<file path="config.mk">
export PLATFORM = sky130hd
export DESIGN_NAME = alu_exec_unit
export DESIGN_NICKNAME = d
export VERILOG_FILES = /design/src/rtl/alu_exec_unit.sv
export SDC_FILE = /design/constraint.sdc
export NUM_CORES = 1
export LEC_CHECK = 0
export CAP_MARGIN = 20
export CORE_UTILIZATION = 25
export DETAILED_ROUTE_END_ITERATION = 10
export GPL_TIMING_DRIVEN = 0
export HOLD_SLACK_MARGIN = 0.1
export SLEW_MARGIN = 20
export SYNTH_ARGS = -nofsm -noshare
export SYNTH_HDL_FRONTEND = slang
export SYNTH_SLANG_ARGS = --single-unit
</file>
<file path="constraint.sdc">
create_clock -name clk -period 3.2 [get_ports clk]
set_input_delay 0.48 -clock clk [delete_from_list [all_inputs] [get_ports clk]]
set_output_delay 0.48 -clock clk [all_outputs]
set_load 0.02 [all_outputs]
</file>
<file path="src/rtl/alu_exec_unit.sv">
// ============================================================================
// Module      : alu_exec_unit
// Description : Execute-stage ALU. Consumes a 5-bit ALU control code, two
//               operands and a destination tag; returns a registered result
//               over valid/ready handshakes. Non-shift ops take one cycle.
//               Shifts iterate one bit per cycle unless BARREL_SHIFT_EN is
//               defined, in which case a single-cycle barrel shifter is used
//               and the SHIFT state and counter are absent.
// Revision    : 1.0 - initial release
// ============================================================================
`default_nettype none

module alu_exec_unit #(
    parameter int XLEN  = 32,
    parameter int TAG_W = 5
) (
    input  logic             clk,
    input  logic             rst_n,
    input  logic             flush,
    input  logic             in_valid,
    output logic             in_ready,
    input  logic [4:0]       in_ctrl,
    input  logic [XLEN-1:0]  in_a,
    input  logic [XLEN-1:0]  in_b,
    input  logic [TAG_W-1:0] in_tag,
    output logic             out_valid,
    input  logic             out_ready,
    output logic [XLEN-1:0]  out_result,
    output logic             out_zero,
    output logic             out_illegal,
    output logic [TAG_W-1:0] out_tag
);

    localparam int c_shw = $clog2(XLEN);

    localparam logic [4:0] c_op_and   = 5'b00000;
    localparam logic [4:0] c_op_or    = 5'b00001;
    localparam logic [4:0] c_op_add   = 5'b00010;
    localparam logic [4:0] c_op_sll   = 5'b00011;
    localparam logic [4:0] c_op_sltu  = 5'b00100;
    localparam logic [4:0] c_op_xor   = 5'b00101;
    localparam logic [4:0] c_op_sub   = 5'b00110;
    localparam logic [4:0] c_op_srl   = 5'b00111;
    localparam logic [4:0] c_op_slt   = 5'b01000;
    localparam logic [4:0] c_op_sra   = 5'b01001;
    localparam logic [4:0] c_op_passb = 5'b01010;

    logic [c_shw-1:0] w_shamt;
    logic [XLEN-1:0]  w_result;
    logic             w_illegal;
    logic             w_accept;

    logic             r_out_valid;
    logic [XLEN-1:0]  r_out_result;
    logic             r_out_zero;
    logic             r_out_illegal;
    logic [TAG_W-1:0] r_out_tag;

    assign w_shamt  = in_b[c_shw-1:0];
    assign w_accept = in_valid && in_ready;

    assign out_valid   = r_out_valid;
    assign out_result  = r_out_result;
    assign out_zero    = r_out_zero;
    assign out_illegal = r_out_illegal;
    assign out_tag     = r_out_tag;

`ifdef BARREL_SHIFT_EN

    // Single-cycle datapath: every code, shifts included, resolves here.
    always_comb begin
        w_result  = '0;
        w_illegal = 1'b0;
        case (in_ctrl)
            c_op_and:   w_result = in_a & in_b;
            c_op_or:    w_result = in_a | in_b;
            c_op_add:   w_result = in_a + in_b;
            c_op_sll:   w_result = in_a << w_shamt;
            c_op_sltu:  w_result = {{(XLEN-1){1'b0}}, (in_a < in_b)};
            c_op_xor:   w_result = in_a ^ in_b;
            c_op_sub:   w_result = in_a + ~in_b + 1'b1;
            c_op_srl:   w_result = in_a >> w_shamt;
            c_op_slt:   w_result = {{(XLEN-1){1'b0}}, ($signed(in_a) < $signed(in_b))};
            c_op_sra:   w_result = $unsigned($signed(in_a) >>> w_shamt);
            c_op_passb: w_result = in_b;
            default:    w_illegal = 1'b1;
        endcase
    end

    assign in_ready = (!r_out_valid || out_ready) && !flush;

    // Output register: written on accept, cleared when consumed, killed by flush.
    always_ff @(posedge clk or negedge rst_n) begin
        if (!rst_n) begin
            r_out_valid   <= 1'b0;
            r_out_result  <= '0;
            r_out_zero    <= 1'b0;
            r_out_illegal <= 1'b0;
            r_out_tag     <= '0;
        end else if (flush) begin
            r_out_valid <= 1'b0;
        end else begin
            if (out_ready) begin
                r_out_valid <= 1'b0;
            end
            if (w_accept) begin
                r_out_valid   <= 1'b1;
                r_out_result  <= w_result;
                r_out_zero    <= (w_result == '0);
                r_out_illegal <= w_illegal;
                r_out_tag     <= in_tag;
            end
        end
    end

`else

    localparam logic [0:0] c_st_idle  = 1'b0;
    localparam logic [0:0] c_st_shift = 1'b1;

    localparam logic [1:0] c_dir_sll = 2'd0;
    localparam logic [1:0] c_dir_srl = 2'd1;
    localparam logic [1:0] c_dir_sra = 2'd2;

    localparam logic [c_shw-1:0] c_cnt_one = c_shw'(1);

    logic [0:0]       r_state;
    logic [XLEN-1:0]  r_acc;
    logic [c_shw-1:0] r_cnt;
    logic [1:0]       r_dir;
    logic [TAG_W-1:0] r_tag;
    logic [XLEN-1:0]  w_acc_next;
    logic [1:0]       w_dir;
    logic             w_is_shift;
    logic             w_start_shift;

    // Single-cycle datapath; shift codes yield in_a, which is the shamt==0 answer.
    always_comb begin
        w_result   = '0;
        w_illegal  = 1'b0;
        w_is_shift = 1'b0;
        w_dir      = c_dir_sll;
        case (in_ctrl)
            c_op_and:   w_result = in_a & in_b;
            c_op_or:    w_result = in_a | in_b;
            c_op_add:   w_result = in_a + in_b;
            c_op_sll:   begin w_result = in_a; w_is_shift = 1'b1; w_dir = c_dir_sll; end
            c_op_sltu:  w_result = {{(XLEN-1){1'b0}}, (in_a < in_b)};
            c_op_xor:   w_result = in_a ^ in_b;
            c_op_sub:   w_result = in_a + ~in_b + 1'b1;
            c_op_srl:   begin w_result = in_a; w_is_shift = 1'b1; w_dir = c_dir_srl; end
            c_op_slt:   w_result = {{(XLEN-1){1'b0}}, ($signed(in_a) < $signed(in_b))};
            c_op_sra:   begin w_result = in_a; w_is_shift = 1'b1; w_dir = c_dir_sra; end
            c_op_passb: w_result = in_b;
            default:    w_illegal = 1'b1;
        endcase
    end

    // One-bit step of the iterative shifter in the latched direction.
    always_comb begin
        case (r_dir)
            c_dir_sll: w_acc_next = {r_acc[XLEN-2:0], 1'b0};
            c_dir_srl: w_acc_next = {1'b0, r_acc[XLEN-1:1]};
            default:   w_acc_next = {r_acc[XLEN-1], r_acc[XLEN-1:1]};
        endcase
    end

    assign w_start_shift = w_is_shift && (w_shamt != '0);
    assign in_ready      = (r_state == c_st_idle) && (!r_out_valid || out_ready) && !flush;

    // Control FSM with registered outputs; flush outranks everything but reset.
    always_ff @(posedge clk or negedge rst_n) begin
        if (!rst_n) begin
            r_state       <= c_st_idle;
            r_acc         <= '0;
            r_cnt         <= '0;
            r_dir         <= c_dir_sll;
            r_tag         <= '0;
            r_out_valid   <= 1'b0;
            r_out_result  <= '0;
            r_out_zero    <= 1'b0;
            r_out_illegal <= 1'b0;
            r_out_tag     <= '0;
        end else if (flush) begin
            r_state     <= c_st_idle;
            r_cnt       <= '0;
            r_out_valid <= 1'b0;
        end else begin
            // Consumed results drop; a new write below on the same edge wins.
            if (out_ready) begin
                r_out_valid <= 1'b0;
            end
            case (r_state)
                c_st_idle: begin
                    if (w_accept) begin
                        if (w_start_shift) begin
                            r_acc   <= in_a;
                            r_cnt   <= w_shamt;
                            r_dir   <= w_dir;
                            r_tag   <= in_tag;
                            r_state <= c_st_shift;
                        end else begin
                            r_out_valid   <= 1'b1;
                            r_out_result  <= w_result;
                            r_out_zero    <= (w_result == '0);
                            r_out_illegal <= w_illegal;
                            r_out_tag     <= in_tag;
                        end
                    end
                end
                c_st_shift: begin
                    r_acc <= w_acc_next;
                    r_cnt <= r_cnt - c_cnt_one;
                    if (r_cnt == c_cnt_one) begin
                        r_out_valid   <= 1'b1;
                        r_out_result  <= w_acc_next;
                        r_out_zero    <= (w_acc_next == '0);
                        r_out_illegal <= 1'b0;
                        r_out_tag     <= r_tag;
                        r_state       <= c_st_idle;
                    end
                end
                default: r_state <= c_st_idle;
            endcase
        end
    end

`endif

endmodule

`default_nettype wire

</file>
==> impl_results.md, run 1 <==
* Clk Tree Root Cell: clkbuf_16
* Mapped Cells at 1445
* Worst setup margin at -330 ps
* Syn_nets at 1627
* Post-synth EDFFs at 0
* Hpwl dp at a little under 40000 um
* NumNets Final at around 1.8k
* Routed vias/inst at between 5 and 6
* Drt drc at 0
* Crit path DAT at 3760 ps
* Vias in the first global route at 12.2k
* Total GRT Usage at 0.240
* Worst-path maximum fanout at 6
* CTS buffer count at 9
* Finished Layout Cells at 2204
* P&R area growth vs syn at 45.3%
* 1st-pass router iterations at 7
* Final Max Slew Viols at 0
* Port Buffers at 116
* DP Worst Slack at -2700 ps
* WS Path Type: in2reg
* Total grt overflow at 0
* Setup violations, final at 5
* DIE AREA at 42300 um^2
* CTS tree: done
* Number of routed nets with antenna violations at 0
* Critical path required time at 3430 ps
* Standard-cell rows at 74
* Synth warn at 0
* Worst IR drop on VDD at 247 uV
* Register area share after synthesis at 0.205
* Relative slew slack at 0.351
* Clk_skew at 9.87 ps
* Die H at approximately 210 um
* PD cells at around 350 nW/um^2
* DR vias at around 13k
* Max Cap Viol at 0
* Max clock buf depth at 2
* First-pass GRT wire length at around 76000 um
* Switching Share at 0.412
* Max Fclk at 283 MHz
* #FFs+latches synth at 85
* P_int at 3130 uW
* Die Span X at just over 200 um
* DP Area at 12300 um^2
* NetSw at ~2200 uW
* Library cells used by synthesis at 86
* Comb power frac at 0.501
* WL per Instance at roughly 24 um
* Pin count of the biggest net entering global routing at 56
* RSZ-0062 raised after global routing: yes
* Initial antenna violation count at 1
* Startpoint Class: input port
* Top FF cell, synth: dfrtp_1
* Worst Tran Pin Value at 965 ps
* Initial core utilization at 0.253
* Cell Area, Synth at 10400 um^2
* Mean Syn Cell Area at 7.18 um^2
* DRT Wirelength at 52300 um
* DR iter-0 viols at 1413
* Layout cell share with drive strength beyond 1 at 0.269
* Final worst path period share at 1.10
* Sink Count at 85
* Clock share of power at 0.215
* CP endpoint kind: register
* Post-layout minimum cycle time at 3530 ps
* Power share of the sequential group at 0.284
* Placer Congestion at between 0.9 and 1
* Post-synth ARST share at 1.00
* Post-route cell area at 15100 um^2
* Static Leak at 0.00617 uW
* Min Hold Slack at 480 ps
* IO Pins at 120
* Clock Pin Slew Worst Setup and Hold Paths at roughly 70 ps
* Run status: complete, but fails checks
* Core Region at 40900 um^2
* Worst Hold Class: reg2reg
* Worst-Skew Late Latency at 340 ps
* Final Hold Fails at 0
* H-tree levels at 3
* Placed cell count at 2094
* Failing checks: setup timing
-- cell usage in the layout (no fill, tap or decap), types with 26 or more instances in the layout --
cell type          n
a21oi_1           80
buf_4            104
buf_6             26
clkbuf_1          32
clkdlybuf4s50_1   63
dfrtp_1           85
ha_1              71
inv_1             77
nand2_1          202
nand3_1           38
nor2_1            75
o21ai_0          139
-- final timing paths --
kind / endpoint / depth (start not counted) / slack [ps] / startpoint
min in group asynchronous: r_cnt[3] / 2 / 640 / rst_n
setup reg to reg: out_zero / 11 / -20 / r_state
max in group asynchronous: r_acc[28] / 3 / 1950 / rst_n
setup / recovery: out_zero / 15 / -330 / in_b[0]
hold reg to reg: out_result[4] / 2 / 480 / out_result[4]
hold / removal: out_result[4] / 2 / 480 / out_result[4]
-- Yosys cell counts, types with 21 or more instances --
cell type,instances,area share
ha_1,101,0.12
o31ai_1,21,0.015
nand2_1,211,0.076
clkbuf_1,59,0.021
nor3_1,21,0.010
a21oi_1,112,0.054
o211ai_1,24,0.017
o21ai_0,170,0.082
nand4_1,24,0.014
inv_1,105,0.038
nor2_1,83,0.030
a211oi_1,23,0.017
nand3_1,44,0.021
buf_2,26,0.013
dfrtp_1,85,0.21
-- final cells by class --
type                    count  area (um^2)
fillers                  4277        25900
inverters                 106          434
clock buffers              10          239
multi-input cells        1162         8970
clock inverters             5         83.8
well taps                 532          666
repair buffers            220         1970
plain buffers              83          581
flip-flops and latches     85         2130
diodes                      1         2.50
-- layer usage --
| layer | share of wire | vias to the layer above | global-route usage |
|---|---|---|---|
| li1 | - | 5751 | - |
| met1 | 0.42 | 6291 | 0.312 |
| met2 | 0.46 | 621 | 0.393 |
| met3 | 0.083 | 126 | 0.0394 |
| met4 | 0.041 | 0 | 0.0931 |
| met5 | 0 | - | 0 |
-- sequential cells by signal (all words and copies together), names as in the netlist --
register / flops
out_zero: 1
out_result: 32
r_acc: 32
r_cnt: 5
r_tag: 5
out_illegal: 1
out_valid: 1
r_dir: 2
out_tag: 5
r_state: 1
-- logic make-up after synthesis --
| group | count (synthesis) | synth area share |
|---|---|---|
| buffers and inverters | 198 | 0.0759 |
| multiplexers | 25 | 0.0248 |
| AO/OA/AOI/OAI | 539 | 0.343 |
| AND/OR/NAND/NOR | 489 | 0.221 |
| XOR/XNOR | 6 | 0.00507 |
| flip-flops | 85 | 0.205 |
| adder cells (fa/ha/maj) | 103 | 0.126 |
-- power groups by stage --
stage	combinational, uW	clock (uW)	sequential [uW]
final	2670	1140	1510
after detailed placement	2040	0	1520
after global routing	2840	1200	1540
after floorplan	1090	0	1580
after global placement	2010	0	1520
after CTS	2420	1160	1510
-- through the flow --
step	power [uW]	util	setup TNS, ps
final	5320	0.368	-825
after global routing	5580	0.368	-1320
after CTS	5090	0.349	-506
after detailed placement	3570	0.300	-54510
after global placement	3540	0.299	-204250
after floorplan	2670	-	-107
-- worst max-delay path, cell delays in order --
cell and delay [ps]:
buf_12 100, ha_4 140, inv_2 40, fa_2 370
and2b_1 220, o211ai_1 190, a211oi_4 480, a211oi_4 140
o31a_1 390, o21a_1 240, buf_4 140, o2111a_1 260
o2bb2ai_4 170, nor4_2 70, a221o_1 300
-- what timing repair did --
item,4_1_cts,5_1_grt
setup buffers,64,39
endpoints found under the hold margin,17,0
resized for setup,443,183
hold buffers,1,0
setup endpoints to repair,46,38
pin swaps,71,89
Note: power is estimated with default switching activity, not from simulation.
==> run 2, diff against run 1 <==
==> constraint.sdc (replaced) <==
create_clock -name clk -period 3.5 [get_ports clk]
set_input_delay 0.525 -clock clk [delete_from_list [all_inputs] [get_ports clk]]
set_output_delay 0.525 -clock clk [all_outputs]
set_load 0.02 [all_outputs]
==> run 2 against run 1 <==
Net effect:
- the flow still finishes with violations (setup timing)
- wire length fell by 1.7%
- final cell count is 1.7% lower
- sequential share of layout area up 0.76 points
- clock power decreased by 17%
- sequential power down 9%
- setup slack improved by 270 ps
- hold slack got worse by 310 ps
- global-route usage shrank 0.28 points
- largest cell class unchanged
==> impl_results.md, run 2 (synthesis results as in run 1) <==
* Crit-path cells: buf_8 > inv_2 > ha_2 > inv_2 > fa_2 > nor2b_4 > o21ai_4 > a311o_1 > o211ai_1 > buf_4 > o2111ai_4 > o21ai_4 > a311oi_2 > xnor2_1 > o221ai_2 > nor4_2 > a221o_1
* CTS tree: done
* Max clock buf depth at 2
* PD cells at ~320 nW/um^2
* Crit path buf inv count at 4
* Clk_skew at 11.1 ps
* Clock share of power at 0.206
* Worst-path maximum fanout at 5
* DR vias at 12.5k
* Switching Share at 0.432
* Post-layout minimum cycle time at about 3600 ps
* Reg2reg end: out_zero
* DRT Wirelength at approximately 51000 um
* Relative slew slack at 0.404
* Drt drc at 0
* Final Max Slew Viols at 0
* WS Path Type: in2reg
* H-tree levels at 3
* Met3 WL post-DR at ~4200 um
* Clk Tree Root Cell: clkbuf_16
* FF-to-FF setup slack at 290 ps
* IO Pins at 120
* Wire length on met1 at 21400 um
* DIE AREA at 42300 um^2
* Setup TNS at -62.0 ps
* Crit path launch: in_a[0]
* Power share of the sequential group at 0.300
* Clock Pin Slew Worst Setup and Hold Paths at ~70 ps
* Total GRT Usage at 0.237
* Worst Tran Pin Value at 887 ps
* Layout cell share with drive strength beyond 1 at 0.220
* Core Region at 40900 um^2
* Worst flop-to-flop path startpoint: r_state
* Final worst path period share at 1.02
* CP endpoint kind: register
* # hold bufs at CTS at 0
* Top sig layer: met4
* Number of routed nets with antenna violations at 0
* Die H at 206 um
* Most frequent cells in the layout: 205 x nand2_1, 152 x o21ai_0, 89 x inv_1
* Min Hold Slack at between 150 and 200 ps
* First-pass GRT wire length at 75100 um
* Comb power frac at 0.494
* Max Cap Viol at 0
* End of the critical path: out_zero
* Startpoint Class: input port
* CTS buffer count at 9
* Worst-Skew Late Latency at 350 ps
* NetSw at 1990 uW
* RSZ-0062 raised after global routing: yes
* Die Span X at 206 um
* WL per Instance at between 20 and 25 um
* Routed vias/inst at around 5.8
* DR iter-0 viols at 1314
* P_int at 2620 uW
* Worst IR drop on VDD at 192 uV
* Vias in the first global route at 12.0k
* P&R area growth vs syn at 37.8%
* Static Leak at 0.00593 uW
* Utilization after layout at 0.349
* CP max stage delay at 390 ps
* # diodes at 0
* Commonest non-fill, non-tap cell in the layout: nand2_1
* Critical path required time at 3740 ps
* Crit path DAT at 3800 ps
* Max Fclk at approximately 280 MHz
* Total grt overflow at 0
* Port Buffers at 116
* Initial antenna violation count at 1
* Initial core utilization at 0.253
* Setup violations, final at 1
* Pin count of the biggest net entering global routing at 47
* Standard-cell rows at 74
* Slowest CP cell: fa_2
* Met2 Routed Length at approximately 24000 um
* Worst Hold Class: in2async
* Failing checks: setup timing
* Run status: complete, but fails checks
* Placer Congestion at around 1
* Final total power at 4610 uW
* CP Depth at 17
* DP Worst Slack at -2080 ps
* NumNets Final at around 1.8k
* # fillers at 4356
* Hpwl dp at 39800 um
* Sink Count at 85
* 1st-pass router iterations at 7
* Cell family with most CP delay: compound AO/OA/AOI/OAI gates
* Worst reg2reg path depth at 11
* Worst setup margin at -62.0 ps
* Final Hold Fails at 0
## run 2: cell types whose count changed in the layout (fill, tap and decap cells not counted), moves of 6 or more
cell / delta
inv_1: +12
o21ai_2: -6
ha_1: +12
o21ai_1: -7
ha_4: -14
buf_2: +7
buf_6: -11
buf_4: -30
inv_2: -7
o21ai_0: +13
## run 2: worst min path at each step
stage,to,startpoint,slack [ps]
6_report,out_result[6],rst_n,170
5_1_grt,out_result[6],rst_n,210
4_1_cts,out_result[7],rst_n,180
2_1_floorplan,out_illegal,rst_n,230
3_3_place_gp,out_tag[2],out_tag[2],460
3_5_place_dp,out_result[12],out_result[12],470
## run 2: metrics by stage
stage | cells | area (um^2)
global route | 2166 | 14300
detailed placement | 2094 | 12200
global placement | 2093 | 12200
CTS | 2142 | 13700
finish | 2166 | 14300
floorplan | 1445 | 10400
## run 2: area by class of cell
class | count | area [um^2] | area share
inverters | 106 | 412 | 0.0288
flip-flops and latches | 85 | 2130 | 0.149
multi-input cells | 1162 | 8680 | 0.607
well taps | 532 | 666 | 0.0466
clock buffers | 10 | 239 | 0.0167
clock inverters | 6 | 53.8 | 0.00376
plain buffers | 85 | 532 | 0.0372
repair buffers | 180 | 1590 | 0.111
## run 2: power by group through the flow
stage	Clock, uW	Sequential, uW	Combinational, uW
floorplan	0	1440	989
global route	1000	1400	2440
global placement	0	1390	1830
detailed placement	0	1390	1860
CTS	966	1380	2100
finish	950	1380	2280
## run 2: repair_timing
| item | CTS | global route |
|---|---|---|
| pin swaps | 47 | 63 |
| resized for setup | 319 | 169 |
| buffers inserted | 38 | 25 |
| setup endpoints to repair | 37 | 21 |
## run 2: routing by layer
layer	vias to the layer above	GRT usage
met5	-	0
met4	0	0.104
met3	160	0.0355
met2	634	0.385
met1	6099	0.309
li1	5653	-
==> run 3, diff against run 2 <==
--- a/config.mk
+++ b/config.mk
@@ -5,11 +5,13 @@
 export SDC_FILE = /design/constraint.sdc
 export NUM_CORES = 1
 export LEC_CHECK = 0
+export ABC_CLOCK_PERIOD_IN_PS = 3500
 export CAP_MARGIN = 20
 export CORE_UTILIZATION = 25
 export DETAILED_ROUTE_END_ITERATION = 10
 export GPL_TIMING_DRIVEN = 0
 export HOLD_SLACK_MARGIN = 0.1
+export REMOVE_ABC_BUFFERS = 1
 export SLEW_MARGIN = 20
 export SYNTH_ARGS = -nofsm -noshare
 export SYNTH_HDL_FRONTEND = slang
==> run 3 against run 2 <==
Net effect:
- fmax fell by 0.50%
- final cell count fell by 2.0%
- critical path type unchanged
- global-route usage fell by 2.3 points
- hold slack improved by 310 ps
- wire length fell by 8.6%
- largest cell class unchanged
- register-to-register slack got worse by 50 ps
- setup slack got worse by 18 ps
- first-iteration DRC count rose by 5.0%
- sequential cell count did not move
- sequential share of layout area fell by 0.13 points
- the run still ends with setup timing left
- critical endpoint unchanged
- critical path depth fell by 2
- count of clock-buffer cells in the layout did not move
==> impl_results.md, run 3 (synthesis results as in run 1) <==
* CTS tree: done
* Port Buffers at 119
* Max clock buf depth at 2
* Startpoint Class: input port
* 1st-pass router iterations at 6
* DIE AREA at 42300 um^2
* DRT Wirelength at between 40000 and 50000 um
* Worst-path maximum fanout at 6
* Final Max Slew Viols at 0
* Initial core utilization at 0.253
* End of the critical path: out_zero
* Met1 usage at 0.289
* Max Cap Viol at 0
* Core Region at 40900 um^2
* Worst IR drop on VDD at 276 uV
* Clk Tree Root Cell: clkbuf_16
* Total grt overflow at 0
* Sink Count at 85
* CP endpoint kind: register
* P&R area growth vs syn at 39.3%
* Clock Pin Slew Worst Setup and Hold Paths at 70 ps
* Critical path required time at 3790 ps
* PD cells at 329 nW/um^2
* Crit path launch: in_a[2]
* Relative slew slack at 0.434
* Worst Hold Class: reg2reg
* Min Hold Slack at 478 ps
* First-pass GRT wire length at 69700 um
* M2 GR Usage at 0.350
* Run status: complete, but fails checks
* Total GRT Usage at 0.214
* Vias in the first global route at between 10k and 15k
* Worst-Skew Late Latency at 370 ps
* Setup TNS at -79.9 ps
* RSZ-0062 raised after global routing: yes
* WS Path Type: in2reg
* Hpwl dp at 33700 um
* Pin count of the biggest net entering global routing at 85
* Final worst path period share at 1.02
* Initial antenna violation count at 1
* CTS buffer count at 9
* Standard-cell rows at 74
* Die Span X at roughly 210 um
* Worst Tran Pin Value at 845 ps
* Reg2reg end: out_zero
* Post-layout minimum cycle time at 3580 ps
* Number of routed nets with antenna violations at 0
* Static Leak at between 0.005 and 0.006 uW
* Placer Congestion at 0.902
* Max Fclk at 279 MHz
* Die H at 206 um
* Clk_skew at 17.1 ps
* Drt drc at 0
* Most frequent cells in the layout: 206 x nand2_1, 156 x o21ai_0, 90 x inv_1
* DR iter-0 viols at 1380
* DR vias at approximately 12k
* H-tree levels at 3
* Worst flop-to-flop path startpoint: r_state
* GR Util met3 at 0.0231
* Most Crowded Layer GR: met2
* IO Pins at 120
* Layout cell share with drive strength beyond 1 at 0.223
* DP Worst Slack at -1710 ps
* Setup violations, final at 1
* Commonest non-fill, non-tap cell in the layout: nand2_1
* NumNets Final at 1767
* Routed vias/inst at 5.78
* Crit path DAT at ~3900 ps
* WL per Instance at 22.1 um
* Worst setup margin at -79.9 ps
* Utilization after layout at 0.353
* Worst reg2reg path depth at 10
* FF-to-FF setup slack at 240 ps
* Failing checks: setup timing
* Final Hold Fails at 0
==> run 3: what timing repair did <==
action,in CTS,in global routing
cloned,0,0
resized for setup,230,162
hold buffers,1,0
setup buffers,38,49
setup endpoints to repair,67,28
endpoints found under the hold margin,18,0
pin swaps,46,57
==> run 3: final cells by class <==
class                   count  area (um^2)
diodes                      1         2.50
clock buffers              10          229
fillers                  4277        26500
flip-flops and latches     85         2130
repair buffers            221         2110
clock inverters             6         93.8
multi-input cells        1162         8790
inverters                 106          419
well taps                 532          666
==> run 3: worst max-delay path, cell delays in order <==
cell,delay [ps]
clkdlybuf4s15_2,250
ha_1,330
a211oi_4,360
o211ai_1,150
buf_4,180
buf_4,130
nand3_1,180
a211oi_1,120
or3_4,400
a21oi_1,230
nor2_1,90
o22a_1,210
or2_2,330
nor4_4,180
a221o_1,200
==> run 3: worst min-delay path by stage <==
stage               slack, ps             end  depth (start not counted)           start
finish                    480  out_result[24]                          2  out_result[24]
global route              500  out_result[17]                          2  out_result[17]
CTS                       490  out_result[24]                          2  out_result[24]
detailed placement        380  out_result[30]                          1           rst_n
global placement          460  out_result[24]                          2  out_result[24]
floorplan                 230     out_illegal                          0           rst_n
==> run 3: power by group <==
part           internal [uW]  leakage [uW]  total, uW  switching (uW)
Combinational            947       0.00467       2270            1330
Clock                    633      0.000154       1100             466
Sequential              1190       0.00110       1390             196
Total                   2770       0.00592       4760            1990
==> run 3: routing by layer <==
| layer | wire length [um] | vias to the layer above |
|---|---|---|
| li1 | - | 5562 |
| met1 | 19800 | 5945 |
| met2 | 21500 | 637 |
| met3 | 3890 | 120 |
| met4 | 1810 | 0 |
| met5 | 0 | - |
==> run 3: stage by stage <==
step,std cells,area [um^2],total power [uW]
after floorplan,1353,9980,2400
after global placement,2004,11800,3150
after detailed placement,2018,12200,3200
after CTS,2073,13600,4540
after global routing,2123,14400,5000
final,2123,14400,4760
